==> src/rtl/uart_pkg.sv <==
// Shared UART definitions: RX sequencer states and baud constants.
// Used by the RX control path and the baud counter.
package uart_pkg;

    typedef enum logic [2:0] {
        IDLE,
        START,
        DATA,
        STOP,
        DONE,
        ABORT
    } rx_state_t;

    localparam int UART_DATA_BITS = 8;
    localparam int BAUD_1BIT      = 10416;
    localparam int BAUD_1P5BIT    = 15624;

endpackage

==> src/rtl/uart_rx_ctrl_if.sv <==
// Consumer-side bundle of the UART receiver: received byte plus
// the status pulses/levels that go with it.
interface uart_rx_ctrl_if
    import uart_pkg::*;
#(
    parameter int W = UART_DATA_BITS
);

    logic [W-1:0] rx_data;
    logic         rx_data_valid;
    logic         rx_frame_err;
    logic         rx_busy;

    modport master (
        output rx_data,
        output rx_data_valid,
        output rx_frame_err,
        output rx_busy
    );

    modport slave (
        input rx_data,
        input rx_data_valid,
        input rx_frame_err,
        input rx_busy
    );

endinterface

==> src/rtl/uart_rx_ctrl_sync.sv <==
// Serial-line synchronizer with falling-edge detect.
// Flops reset high so an idle line never shows a false edge.
module rx_sync
    import uart_pkg::*;
#(
    parameter int STAGES = 2
) (
    input  logic clk,
    input  logic rx_arst_n,
    input  logic din,
    output logic line,
    output logic fall
);

    logic [STAGES-1:0] sync_q;
    logic              prev;

    // Shift the pin through the synchronizer and remember the last synced value
    always_ff @(posedge clk or negedge rx_arst_n) begin
        if (!rx_arst_n) begin
            sync_q <= '1;
            prev   <= 1'b1;
        end else begin
            sync_q <= {sync_q[STAGES-2:0], din};
            prev   <= sync_q[STAGES-1];
        end
    end

    assign line = sync_q[STAGES-1];
    assign fall = prev & ~line;

endmodule

==> src/rtl/uart_rx_ctrl.sv <==
// UART RX sequencer: start-bit qualification, 8N1 byte assembly,
// stop-bit check and baud counter control.
module uart_rx_ctrl
    import uart_pkg::*;
#(
    parameter int DATA_BITS    = UART_DATA_BITS,
    parameter int START_FILTER = 8,
    parameter int SYNC_STAGES  = 2
) (
    input  logic           clk,
    input  logic           rx_arst_n,
    input  logic           rx_en,
    input  logic           rx_serial_in,
    input  logic           baud_to_fsm,
    output logic           fsm_enable_baud,
    output logic           rx_rst,
    uart_rx_ctrl_if.master rx_if
);

    localparam int FW = $clog2(START_FILTER) + 1;

    rx_state_t            state;
    rx_state_t            nxt;
    logic                 line;
    logic                 fall;
    logic [FW-1:0]        filt;
    logic [3:0]           bit_idx;
    logic [DATA_BITS-1:0] shift;
    logic                 filt_done;
    logic                 last_bit;
    logic                 sample;

    rx_sync #(
        .STAGES (SYNC_STAGES)
    ) u_sync (
        .clk       (clk),
        .rx_arst_n (rx_arst_n),
        .din       (rx_serial_in),
        .line      (line),
        .fall      (fall)
    );

    assign filt_done = (filt == FW'(START_FILTER - 1));
    assign last_bit  = (bit_idx == 4'(DATA_BITS - 1));
    assign sample    = rx_en & baud_to_fsm;

    // Next-state decode; a dropped enable beats any tick
    always_comb begin
        nxt = state;
        unique case (state)
            IDLE: begin
                if (fall && rx_en) nxt = START;
            end
            START: begin
                if (!rx_en || line)  nxt = ABORT;
                else if (filt_done) nxt = DATA;
            end
            DATA: begin
                if (!rx_en)                      nxt = ABORT;
                else if (baud_to_fsm && last_bit) nxt = STOP;
            end
            STOP: begin
                if (!rx_en)           nxt = ABORT;
                else if (baud_to_fsm) nxt = DONE;
            end
            DONE: begin
                if (!rx_en)   nxt = ABORT;
                else if (line) nxt = IDLE;
            end
            ABORT: nxt = IDLE;
            default: nxt = IDLE;
        endcase
    end

    // State, registered outputs, filter/bit counters and shift register
    always_ff @(posedge clk or negedge rx_arst_n) begin
        if (!rx_arst_n) begin
            state               <= IDLE;
            fsm_enable_baud     <= 1'b0;
            rx_rst              <= 1'b1;
            filt                <= '0;
            bit_idx             <= '0;
            shift               <= '0;
            rx_if.rx_data       <= '0;
            rx_if.rx_data_valid <= 1'b0;
            rx_if.rx_frame_err  <= 1'b0;
            rx_if.rx_busy       <= 1'b0;
        end else begin
            state               <= nxt;
            fsm_enable_baud     <= (nxt == START) || (nxt == DATA) ||
                                   (nxt == STOP);
            rx_rst              <= !((nxt == START) || (nxt == DATA) ||
                                     (nxt == STOP));
            rx_if.rx_busy       <= (nxt != IDLE);
            rx_if.rx_data_valid <= 1'b0;
            rx_if.rx_frame_err  <= 1'b0;

            if (state == START) filt <= filt + FW'(1);
            else                filt <= '0;

            if (state == START && nxt == DATA) bit_idx <= '0;

            if (state == DATA && sample) begin
                shift   <= {line, shift[DATA_BITS-1:1]};
                bit_idx <= bit_idx + 4'd1;
            end

            if (state == STOP && sample) begin
                if (line) begin
                    rx_if.rx_data       <= shift;
                    rx_if.rx_data_valid <= 1'b1;
                end else begin
                    rx_if.rx_frame_err  <= 1'b1;
                end
            end
        end
    end

endmodule
==> src/flat_wrapper.sv <==
// flat-port wrapper written by rule: the top's interface ports become plain ports
module uart_rx_ctrl_flat import uart_pkg::*;
#(
    parameter int DATA_BITS    = UART_DATA_BITS,
    parameter int START_FILTER = 8,
    parameter int SYNC_STAGES  = 2
)
  (clk, rx_arst_n, rx_en, rx_serial_in, baud_to_fsm, fsm_enable_baud, rx_rst, rx_if_rx_data, rx_if_rx_data_valid, rx_if_rx_frame_err, rx_if_rx_busy);
  uart_rx_ctrl_if rx_if_i ();
  input  logic clk;
  input  logic rx_arst_n;
  input  logic rx_en;
  input  logic rx_serial_in;
  input  logic baud_to_fsm;
  output logic fsm_enable_baud;
  output logic rx_rst;
  output wire logic [$bits(rx_if_i.rx_data)-1:0] rx_if_rx_data;
  output wire logic [$bits(rx_if_i.rx_data_valid)-1:0] rx_if_rx_data_valid;
  output wire logic [$bits(rx_if_i.rx_frame_err)-1:0] rx_if_rx_frame_err;
  output wire logic [$bits(rx_if_i.rx_busy)-1:0] rx_if_rx_busy;
  assign rx_if_rx_data = rx_if_i.rx_data;
  assign rx_if_rx_data_valid = rx_if_i.rx_data_valid;
  assign rx_if_rx_frame_err = rx_if_i.rx_frame_err;
  assign rx_if_rx_busy = rx_if_i.rx_busy;
  uart_rx_ctrl #(.DATA_BITS(DATA_BITS), .START_FILTER(START_FILTER), .SYNC_STAGES(SYNC_STAGES)) u_core (.clk(clk), .rx_arst_n(rx_arst_n), .rx_en(rx_en), .rx_serial_in(rx_serial_in), .baud_to_fsm(baud_to_fsm), .fsm_enable_baud(fsm_enable_baud), .rx_rst(rx_rst), .rx_if(rx_if_i));
endmodule
==> config.mk <==
export PLATFORM = sky130hd
export DESIGN_NAME = uart_rx_ctrl_flat
export DESIGN_NICKNAME = d
export VERILOG_FILES = /design/src/rtl/uart_pkg.sv /design/src/rtl/uart_rx_ctrl_if.sv /design/src/rtl/uart_rx_ctrl_sync.sv /design/src/rtl/uart_rx_ctrl.sv /design/src/flat_wrapper.sv
export SDC_FILE = /design/constraint.sdc
export NUM_CORES = 1
export LEC_CHECK = 0
export ABC_AREA = 1
export CORE_MARGIN = 5
export CORE_UTILIZATION = 30
export DETAILED_ROUTE_END_ITERATION = 10
export PLACE_DENSITY_LB_ADDON = 0.08
export SKIP_CTS_REPAIR_TIMING = 1
export SYNTH_ARGS = -nofsm -noshare
export SYNTH_HDL_FRONTEND = slang
export SYNTH_SLANG_ARGS = --single-unit
==> constraint.sdc <==
create_clock -name clk -period 1.6 [get_ports clk]
set_input_delay 0.16 -clock clk [delete_from_list [all_inputs] [get_ports clk]]
set_output_delay 0.16 -clock clk [all_outputs]
set_load 0.05 [all_outputs]
==> results of run 1 <==
[report_power, final]
part / total (uW) / internal, uW / switching [uW]
Combinational: 491 / 153 / 339
Clock: 604 / 304 / 301
Sequential: 1050 / 982 / 70.5
[worst register-to-register path: cells and delay by family (launching register included)]
family	cells	cell delay (ns)
adders and majority gates	1	0.22
buffers and inverters	1	0.05
DFF	1	0.41
and+or+nand+nor	7	0.56
[layer usage]
layer	wire length, um	share of wire, %
met5	0	0
met4	39	1.4
met3	127	4.5
met2	1330	47
met1	1320	47
[kinds of logic after synthesis]
group	after synthesis	synth area share (%)
AND/OR/NAND/NOR	64	19.4
flip-flops	35	59.0
AO/OA/AOI/OAI	27	11.5
buffers and inverters	27	7.88
adder cells (fa/ha/maj)	2	1.68
XOR/XNOR	1	0.587
[flip-flops by register name, summed over array words and instances, names as in the netlist]
register	count
u_core.bit_idx	4
u_core.filt	4
u_core.fsm_enable_baud	1
u_core.rx_if.rx_busy	1
u_core.rx_if.rx_data	8
u_core.rx_if.rx_data_valid	1
u_core.rx_if.rx_frame_err	1
u_core.rx_rst	1
u_core.shift	8
u_core.state	3
u_core.u_sync.prev	1
u_core.u_sync.sync_q	2
[placed cells by master (no fill, tap or decap), types with 4 or more instances in the layout]
cell             count
nand2_1             39
dfrtp_1             31
inv_1               20
buf_4               16
o21ai_0             13
nor2_1               9
nand3_1              7
o21ai_2              7
clkbuf_8             5
inv_2                4
a21oi_1              4
clkdlybuf4s50_1      4
dfstp_2              4
[worst max-delay path by stage]
stage | endpoint | slack [ns] | depth (start not counted)
floorplan | u_core.rx_if.rx_busy | 0.33 | 9
global placement | u_core.rx_if.rx_busy | -0.06 | 8
detailed placement | u_core.rx_if.rx_busy | -0.05 | 8
CTS | u_core.rx_if.rx_busy | 0.13 | 9
global route | u_core.rx_rst | 0.09 | 10
finish | u_core.rx_if.rx_busy | 0.23 | 9
[stage by stage]
step	util [%]	setup TNS (ns)	total power, uW	instance area, um2
floorplan	-	0	1400	1490
global placement	36.1	-0.144	1550	1730
detailed placement	36.1	-0.100	1560	1730
CTS	37.9	0	2190	1810
global route	38.0	0	2290	1820
finish	38.0	0	2150	1820
[area by class of cell]
class | count | area [um2]
Clock inverter | 2 | 12.5
Sequential cell | 35 | 881
Inverter | 24 | 90.1
Timing Repair Buffer | 21 | 180
Clock buffer | 6 | 72.6
Multi-Input combinational cell | 94 | 497
Tap cell | 67 | 83.8
Fill cell | 503 | 2970
==> summary.md, run 1 <==
| Metric | Value |
|---|---|
| Status | `finished, final reports clean` |
| Final hold violation count | `0` |
| Yosys top cell by area | `dfrtp_1` |
| Clock latency on the worst-skew pair | `0.28 ns` |
| Synthesized area | `1490 um2` |
| Area of the die | `between 6000 and 7000 um2` |
| RSZ-0062 raised after global routing | `no` |
| Clock transition at path regs | `0.07 ns` |
| Ant diodes | `0` |
| Synthesis-to-layout area growth | `21.7%` |
| DR iter-0 viols | `62` |
| FF-to-FF End | `u_core.rx_if.rx_busy` |
| Dominant cell by count in the synthesized netlist | `nand2_1` |
| Wire length of the first global-routing pass | `approximately 4800 um` |
| Count of cell types in the netlist | `22` |
| CP endpoint kind | `flip-flop` |
| Worst reg-to-reg path cell count | `9` |
| CTS tree | `yes` |
| CP max-delay cell | `dfrtp_1` |
| R2R setup slack | `0.23 ns` |
| Cell Rows | `25` |
| H-Tree Depth | `2` |
| Critical-path maximum fanout | `4` |
| Worst setup path category | `flip-flop to flip-flop` |
| Drt wl/cell | `about 11 um` |
| Layout cells sized above 1 | `around 26%` |
| Vias in the first global route | `around 1,100` |
| Sink Count | `35` |
| Vias | `~1,100` |
| Slowest cell delay on critical path | `0.41 ns` |
| Grt ovf | `0` |
| Met3 Use GR | `4.60%` |
| #FFs+latches synth | `35` |
| WHS | `0.240 ns` |
| Setup slack at placement | `-0.0451 ns` |
| Max-slew headroom | `about four fifths` |
| Top cells by count, synth | `39 x nand2_1, 31 x dfrtp_1, 20 x inv_1` |
| Most congested layer reported by global routing | `met2` |
| Most used DFF post-synth | `dfrtp_1` |
| Die Height | `80.5 um` |
| EDFF count, synth | `0` |
| Fin. max-slew vios | `0` |
| Starting density of the core | `between 30% and 40%` |
| Clock Root Buffer | `clkbuf_8` |
| Final WL | `around 2800 um` |
| CP startpoint kind | `flip-flop` |
| Worst-Margin Slew | `0.300 ns` |
| Dpl hpwl | `about 2100 um` |
| Placed Cells | `approximately 240` |
| # DRC | `0` |
| CTS Buf Count | `5` |
| # port buffers | `17` |
| Avg Cell Area, Syn | `9.57 um2` |
| PnR worst setup slack | `0.232 ns` |
| Final RePlAce weighted congestion | `roughly 0.87` |
| Finish-stage setup viols | `0` |
| Final Skew | `between 0.006 and 0.007 ns` |
| Worst-path cell chain | `ha_1 -> nand2_1 -> inv_1 -> nand2_1 -> nand2_1 -> nand2_1 -> nand3_1 -> nor2_2 -> nand3_1` |
| Dominant cells by area after synthesis | `dfrtp_1 52%, nand2_1 9.8%, dfstp_2 7.0%` |
| Die width | `approximately 81 um` |
| Core Box Area | `4790 um2` |
| Worst path most repeated cell | `nand2_1` |
| Fmax | `0.731 GHz` |
| HP Class | `input pin to asynchronous set/reset pin` |
| Gr usage total | `about a tenth` |
| Final cell count without fillers | `between 200 and 250` |
| Via/cell ratio | `approximately 4.3` |
| Seq/Total Area, Yosys | `between 50% and 60%` |
| Leakage power total | `just under 0.0009 uW` |
| Share of the synthesized area in the top cell type | `between 50% and 60%` |
| VDD IR max | `just under 0.9 mV` |
| Worst path bufs/invs | `1` |
| Syn Inst Count | `~160` |
| Pwr Density | `around 1200 nW/um2` |
| ANT nets after route | `0` |
| Post-synthesis async set-or-reset flop share | `100%` |
| Largest net degree at the start of global routing | `36` |
| Syn_nets | `163` |
| Fin crit share | `between 80% and 90%` |
| Fin nets | `roughly 190` |
| Max cap viols | `0` |
| Detailed Routing Iterations Pass 1 | `5` |
| Max Buffers Root-to-Sink | `2` |
| Delay-heaviest family, CP | `simple AND/OR/NAND/NOR gates` |
| Min Tclk post-route | `around 1.4 ns` |
| M2 GR Usage | `between 10% and 20%` |
| Req. time, crit path | `between 1.5 and 2 ns` |
| Initial antenna violation count | `0` |
| Crit path launch | `u_core.bit_idx[0]` |
| Synth warn | `0` |
| Worst reg2reg startpoint | `u_core.bit_idx[0]` |
| CP arrival | `1.53 ns` |
| # IOs | `18` |
| Met1 usage | `a little under an eighth` |
Note: power is estimated with default switching activity, not from simulation.
==> run 2, diff against run 1 <==
--- a/config.mk
+++ b/config.mk
@@ -6,6 +6,8 @@
 export NUM_CORES = 1
 export LEC_CHECK = 0
 export ABC_AREA = 1
+export CELL_PAD_IN_SITES_DETAIL_PLACEMENT = 1
+export CELL_PAD_IN_SITES_GLOBAL_PLACEMENT = 1
 export CORE_MARGIN = 5
 export CORE_UTILIZATION = 30
 export DETAILED_ROUTE_END_ITERATION = 10
==> summary.md, run 2 (same netlist as run 1, synthesis figures left out) <==
| Metric | Value |
|---|---|
| Vias | `1,061 (unchanged)` |
| Fin crit share | `91.3% (was 85.5%)` |
| Starting density of the core | `31.2% (unchanged)` |
| Synthesis-to-layout area growth | `22.9% (was 21.7%)` |
| Final hold violation count | `0 (unchanged)` |
| Setup slack at placement | `-0.0524 ns (was -0.0451 ns)` |
| ANT nets after route | `0 (unchanged)` |
| PnR worst setup slack | `0.140 ns (was 0.232 ns)` |
| Worst setup path category | `flip-flop to flip-flop (unchanged)` |
| Detailed Routing Iterations Pass 1 | `4 (was 5)` |
| Final WL | `3010 um (was 2820 um)` |
| Status | `finished, final reports clean (unchanged)` |
| Via/cell ratio | `4.26 (unchanged)` |
| Area of the die | `6490 um2 (unchanged)` |
| Dpl hpwl | `2260 um (was 2100 um)` |
| Core Box Area | `4790 um2 (unchanged)` |
| Max-slew headroom | `70.9% (was 80.0%)` |
| DP Area | `1720 um2 (was 1730 um2)` |
| RSZ-0062 raised after global routing | `no (unchanged)` |
| VDD IR max | `0.638 mV (was 0.893 mV)` |
| HP Class | `input pin to asynchronous set/reset pin (unchanged)` |
| # port buffers | `17 (unchanged)` |
| Final instance area | `1830 um2 (was 1820 um2)` |
| Max cap viols | `0 (unchanged)` |
| Req. time, crit path | `1.76 ns (about the same)` |
| Max Buffers Root-to-Sink | `2 (unchanged)` |
| Wire length of the first global-routing pass | `5330 um (was 4830 um)` |
| CP endpoint kind | `flip-flop (unchanged)` |
| # IOs | `18 (unchanged)` |
| CP startpoint kind | `flip-flop (unchanged)` |
| Sink Count | `35 (unchanged)` |
| Pwr Density | `1290 nW/um2 (was 1180 nW/um2)` |
| Worst-Margin Slew | `0.437 ns (was 0.300 ns)` |
| Layout cells sized above 1 | `25.8% (unchanged)` |
| Commonest non-fill, non-tap cell in the layout | `nand2_1 (unchanged)` |
| Grt ovf | `0 (unchanged)` |
| Final RePlAce weighted congestion | `0.736 (was 0.870)` |
| Die width | `80.5 um (unchanged)` |
| Leakage power total | `0.000890 uW (was 0.000875 uW)` |
| Initial antenna violation count | `0 (unchanged)` |
| Final Skew | `0.00745 ns (was 0.00635 ns)` |
| Largest net degree at the start of global routing | `36 (unchanged)` |
| # DRC | `0 (unchanged)` |
| Ant diodes | `0 (unchanged)` |
| Tot Pwr | `2370 uW (was 2150 uW)` |
| CP arrival | `1.62 ns (was 1.53 ns)` |
| Cell Rows | `25 (unchanged)` |
| Largest regs | `u_core.rx_if.rx_data x8, u_core.shift x8 (unchanged)` |
| CTS Buf Count | `5 (unchanged)` |
| Vias in the first global route | `1,134 (was 1,115)` |
| Fin. max-slew vios | `0 (unchanged)` |
| Fin util | `38.3% (was 38.0%)` |
| Clock Root Buffer | `clkbuf_8 (unchanged)` |
| Fin nets | `188 (unchanged)` |
| Critical-path maximum fanout | `4 (unchanged)` |
| Fmax | `0.685 GHz (was 0.731 GHz)` |
| H-Tree Depth | `2 (unchanged)` |
| Die Height | `80.5 um (unchanged)` |
| CTS tree | `yes (unchanged)` |
| Clock transition at path regs | `0.08 ns (was 0.07 ns)` |
| Most frequent cells in the layout | `39 x nand2_1, 31 x dfrtp_1, 20 x inv_1 (unchanged)` |
| Finish-stage setup viols | `0 (unchanged)` |
| Gr usage total | `10.9% (was 9.98%)` |
| DR iter-0 viols | `23 (was 62)` |
| Min Tclk post-route | `1.46 ns (was 1.37 ns)` |
| Clock latency on the worst-skew pair | `0.29 ns (was 0.28 ns)` |
| Drt wl/cell | `12.1 um (was 11.3 um)` |
[run 2: cell count changes in the layout (fill, tap and decap cells not counted), sizes merged]
| cell | before | now |
|---|---|---|
| clkinvlp | 1 | 0 |
| bufinv | 0 | 1 |
[run 2: final cells by class]
cell class	count	area [um2]
Fill cell	554	2950
Clock buffer	6	82.6
Multi-Input combinational cell	94	494
Tap cell	67	83.8
Timing Repair Buffer	21	168
Clock inverter	2	35.0
Inverter	24	90.1
Sequential cell	35	881
[run 2: where the power goes]
part | leakage [uW] | total, uW | switching, uW | internal [uW]
clock | 0.0000612 | 834 | 329 | 504
sequential | 0.000467 | 1050 | 72.0 | 982
combinational | 0.000361 | 485 | 337 | 147
[run 2: worst paths after layout]
kind,startpoint,end,slack (ns),cells past startpoint
worst max register to register,u_core.bit_idx[0],u_core.fsm_enable_baud,0.14,9
worst min-delay path,rx_arst_n,u_core.shift[7],0.28,2
max in group asynchronous,rx_arst_n,u_core.u_sync.sync_q[1],0.98,2
worst max-delay path,u_core.bit_idx[0],u_core.fsm_enable_baud,0.14,9
worst min register to register,u_core.u_sync.sync_q[0],u_core.u_sync.sync_q[1],0.36,0
min in group clk,rx_serial_in,u_core.u_sync.sync_q[0],0.28,1
[run 2: through the flow]
stage          hold WS [ns]  std cells  TNS [ns]
2_1_floorplan        -0.136        156         0
3_3_place_gp          0.347        241         0
3_5_place_dp          0.349        241    -0.113
4_1_cts               0.266        249         0
5_1_grt               0.272        249         0
6_report              0.279        249         0
[run 2: worst max-delay path, cell delays in order (launching register included)]
cell and delay, ns:
dfrtp_1 0.41, ha_1 0.22, nand2_1 0.07, inv_1 0.06, nand2_1 0.06, nand2_1 0.05
nand2_1 0.07, nand3_1 0.06, nor2_1 0.22, a21oi_1 0.11
[run 2: per-layer routing]
layer	global-route usage, %	vias to the layer above	wire length [um]
met3	4.26	5	141
met2	16.6	16	1410
li1	-	538	-
met5	0	-	0
met1	14.1	502	1410
met4	4.05	0	48
==> run 3, diff against run 2 <==
==> constraint.sdc (replaced) <==
create_clock -name clk -period 1.6 [get_ports clk]
set_input_delay 0.32 -clock clk [delete_from_list [all_inputs] [get_ports clk]]
set_output_delay 0.32 -clock clk [all_outputs]
set_load 0.05 [all_outputs]
==> summary.md, run 3 (same netlist as run 1, synthesis figures left out) <==
| Metric | Value |
|---|---|
| Worst-path cell chain | `clkdlybuf4s50_1 -> inv_1 -> nor2_1 -> nand3_1 -> inv_1 -> nand2_1 -> nand2_1 -> inv_1 -> a21oi_1 (was ha_1 -> nand2_1 -> inv_1 -> nand2_1 -> nand2_1 -> nand2_1 -> nand3_1 -> nor2_1 -> a21oi_1)` |
| Ant diodes | `0 (unchanged)` |
| Most frequent cells in the layout | `39 x nand2_1, 31 x dfrtp_1, 20 x inv_1, 20 x buf_4, 13 x o21ai_0 (was 39 x nand2_1, 31 x dfrtp_1, 20 x inv_1)` |
| Worst-Margin Slew | `0.310 ns (was 0.437 ns)` |
| Clock Root Buffer | `clkbuf_8 (unchanged)` |
| Req. time, crit path | `1.80 ns (was 1.76 ns)` |
| Worst setup path category | `input pin to flip-flop (was flip-flop to flip-flop)` |
| # DRC | `0 (unchanged)` |
| Vias in the first global route | `1,227 (was 1,134)` |
| CTS tree | `yes (unchanged)` |
| PnR worst setup slack | `0.152 ns (was 0.140 ns)` |
| Core Box Area | `4790 um2 (unchanged)` |
| Fin crit share | `90.5% (was 91.3%)` |
| CP startpoint kind | `input pin (was flip-flop)` |
| Die Height | `80.5 um (unchanged)` |
| Cell Rows | `25 (unchanged)` |
| DR iter-0 viols | `10 (was 23)` |
| Vias | `1,077 (was 1,061)` |
| Largest regs | `u_core.rx_if.rx_data x8, u_core.shift x8 (unchanged)` |
| CTS Buf Count | `5 (unchanged)` |
| Drt wl/cell | `11.8 um (was 12.1 um)` |
| Final hold violation count | `0 (unchanged)` |
| Grt ovf | `0 (unchanged)` |
| Clock transition at path regs | `0.06 ns (was 0.08 ns)` |
| Delay-heaviest family, CP | `buffers and inverters (was simple AND/OR/NAND/NOR gates)` |
| Min Tclk post-route | `1.45 ns (was 1.46 ns)` |
| Final Skew | `0.00440 ns (was 0.00745 ns)` |
| Slowest cell delay on critical path | `0.50 ns (was 0.41 ns)` |
| Leakage power total | `0.000916 uW (was 0.000890 uW)` |
| Max cap viols | `0 (unchanged)` |
| # fillers | `583 (was 554)` |
| Gr usage total | `11.1% (was 10.9%)` |
| Starting density of the core | `31.2% (unchanged)` |
| Fmax | `0.691 GHz (was 0.685 GHz)` |
| RSZ-0062 raised after global routing | `no (unchanged)` |
| Fin nets | `193 (was 188)` |
| Synthesis-to-layout area growth | `26.4% (was 22.9%)` |
| Final RePlAce weighted congestion | `0.747 (was 0.736)` |
| Worst path most repeated cell | `inv_1 (was nand2_1)` |
| Detailed Routing Iterations Pass 1 | `4 (unchanged)` |
| Sink Count | `35 (unchanged)` |
| CP endpoint kind | `flip-flop (unchanged)` |
| Finish-stage setup viols | `0 (unchanged)` |
| Fin. max-slew vios | `0 (unchanged)` |
| Dpl hpwl | `2290 um (was 2260 um)` |
| Final cell count without fillers | `254 (was 249)` |
| Via/cell ratio | `4.24 (was 4.26)` |
| Placed Cells | `246 (was 241)` |
| Setup slack at placement | `-0.223 ns (was -0.0524 ns)` |
| ANT nets after route | `0 (unchanged)` |
| Wire length of the first global-routing pass | `5510 um (was 5330 um)` |
| Largest net degree at the start of global routing | `36 (unchanged)` |
| Commonest non-fill, non-tap cell in the layout | `nand2_1 (unchanged)` |
| CP arrival | `1.65 ns (was 1.62 ns)` |
| R2R setup slack | `0.18 ns (was 0.14 ns)` |
| CP max-delay cell | `clkdlybuf4s50_1 (was dfrtp_1)` |
| HP Class | `flip-flop to flip-flop (was input pin to asynchronous set/reset pin)` |
| Max-slew headroom | `79.3% (was 70.9%)` |
| Fin util | `39.4% (was 38.3%)` |
| Final WL | `2990 um (was 3010 um)` |
| Die width | `80.5 um (unchanged)` |
| VDD IR max | `0.766 mV (was 0.638 mV)` |
| # port buffers | `17 (unchanged)` |
| Pwr Density | `1210 nW/um2 (was 1290 nW/um2)` |
| Worst path bufs/invs | `4 (was 1)` |
| Critical-path maximum fanout | `5 (was 4)` |
| Area of the die | `6490 um2 (unchanged)` |
| Initial antenna violation count | `0 (unchanged)` |
| Tot Pwr | `2290 uW (was 2370 uW)` |
| Clock latency on the worst-skew pair | `0.28 ns (was 0.29 ns)` |
| H-Tree Depth | `2 (unchanged)` |
| Status | `finished, final reports clean (unchanged)` |
| # IOs | `18 (unchanged)` |
| Max Buffers Root-to-Sink | `2 (unchanged)` |
| Layout cells sized above 1 | `27.8% (was 25.8%)` |
## run 3: cell types whose count changed in the layout (fill, tap and decap cells not counted), sizes merged
cell    delta
buf        +5
bufinv     -1
clkbuf     +2
clkinv     -1
## run 3: power breakdown
| part | switching [uW] | leakage, uW | internal, uW | total [uW] |
|---|---|---|---|---|
| logic | 349 | 0.000397 | 189 | 539 |
| registers | 82.7 | 0.000467 | 983 | 1070 |
| clock network | 292 | 0.0000515 | 393 | 684 |
## run 3: through the flow
stage	hold slack (ns)	TNS, ns	cell area, um2
detailed placement	0.357	-1.95	1780
floorplan	0.0244	0	1490
finish	0.363	0	1890
global placement	0.348	-0.936	1780
global route	0.369	0	1890
CTS	0.367	0	1880
## run 3: worst paths after layout
kind | startpoint | endpoint | cells after the start
worst max register to register | u_core.state[2] | u_core.shift[5] | 7
max in group asynchronous | rx_arst_n | u_core.u_sync.sync_q[0] | 2
worst max-delay path | rx_en | u_core.fsm_enable_baud | 9
worst min register to register | u_core.u_sync.sync_q[0] | u_core.u_sync.sync_q[1] | 0
min in group asynchronous | rx_arst_n | u_core.rx_if.rx_busy | 2
worst min-delay path | u_core.u_sync.sync_q[0] | u_core.u_sync.sync_q[1] | 0
## run 3: per-layer routing
layer / vias up / track usage [%] / routed length [um] / share of wire (%)
met1: 514 / 13.5 / 1360 / 46
li1: 546 / - / - / -
met2: 13 / 18.0 / 1460 / 49
met5: - / 0 / 0 / 0
met3: 4 / 3.48 / 117 / 3.9
met4: 0 / 5.07 / 42 / 1.4
## run 3: cell type report
type                    count  area (um2)  share of cell area, %
multi-input cells          94         502                   26.6
clock buffers               8         100                   5.31
repair buffers             26         230                   12.2
flip-flops and latches     35         881                   46.7
well taps                  67        83.8                   4.44
inverters                  24        90.1                   4.77
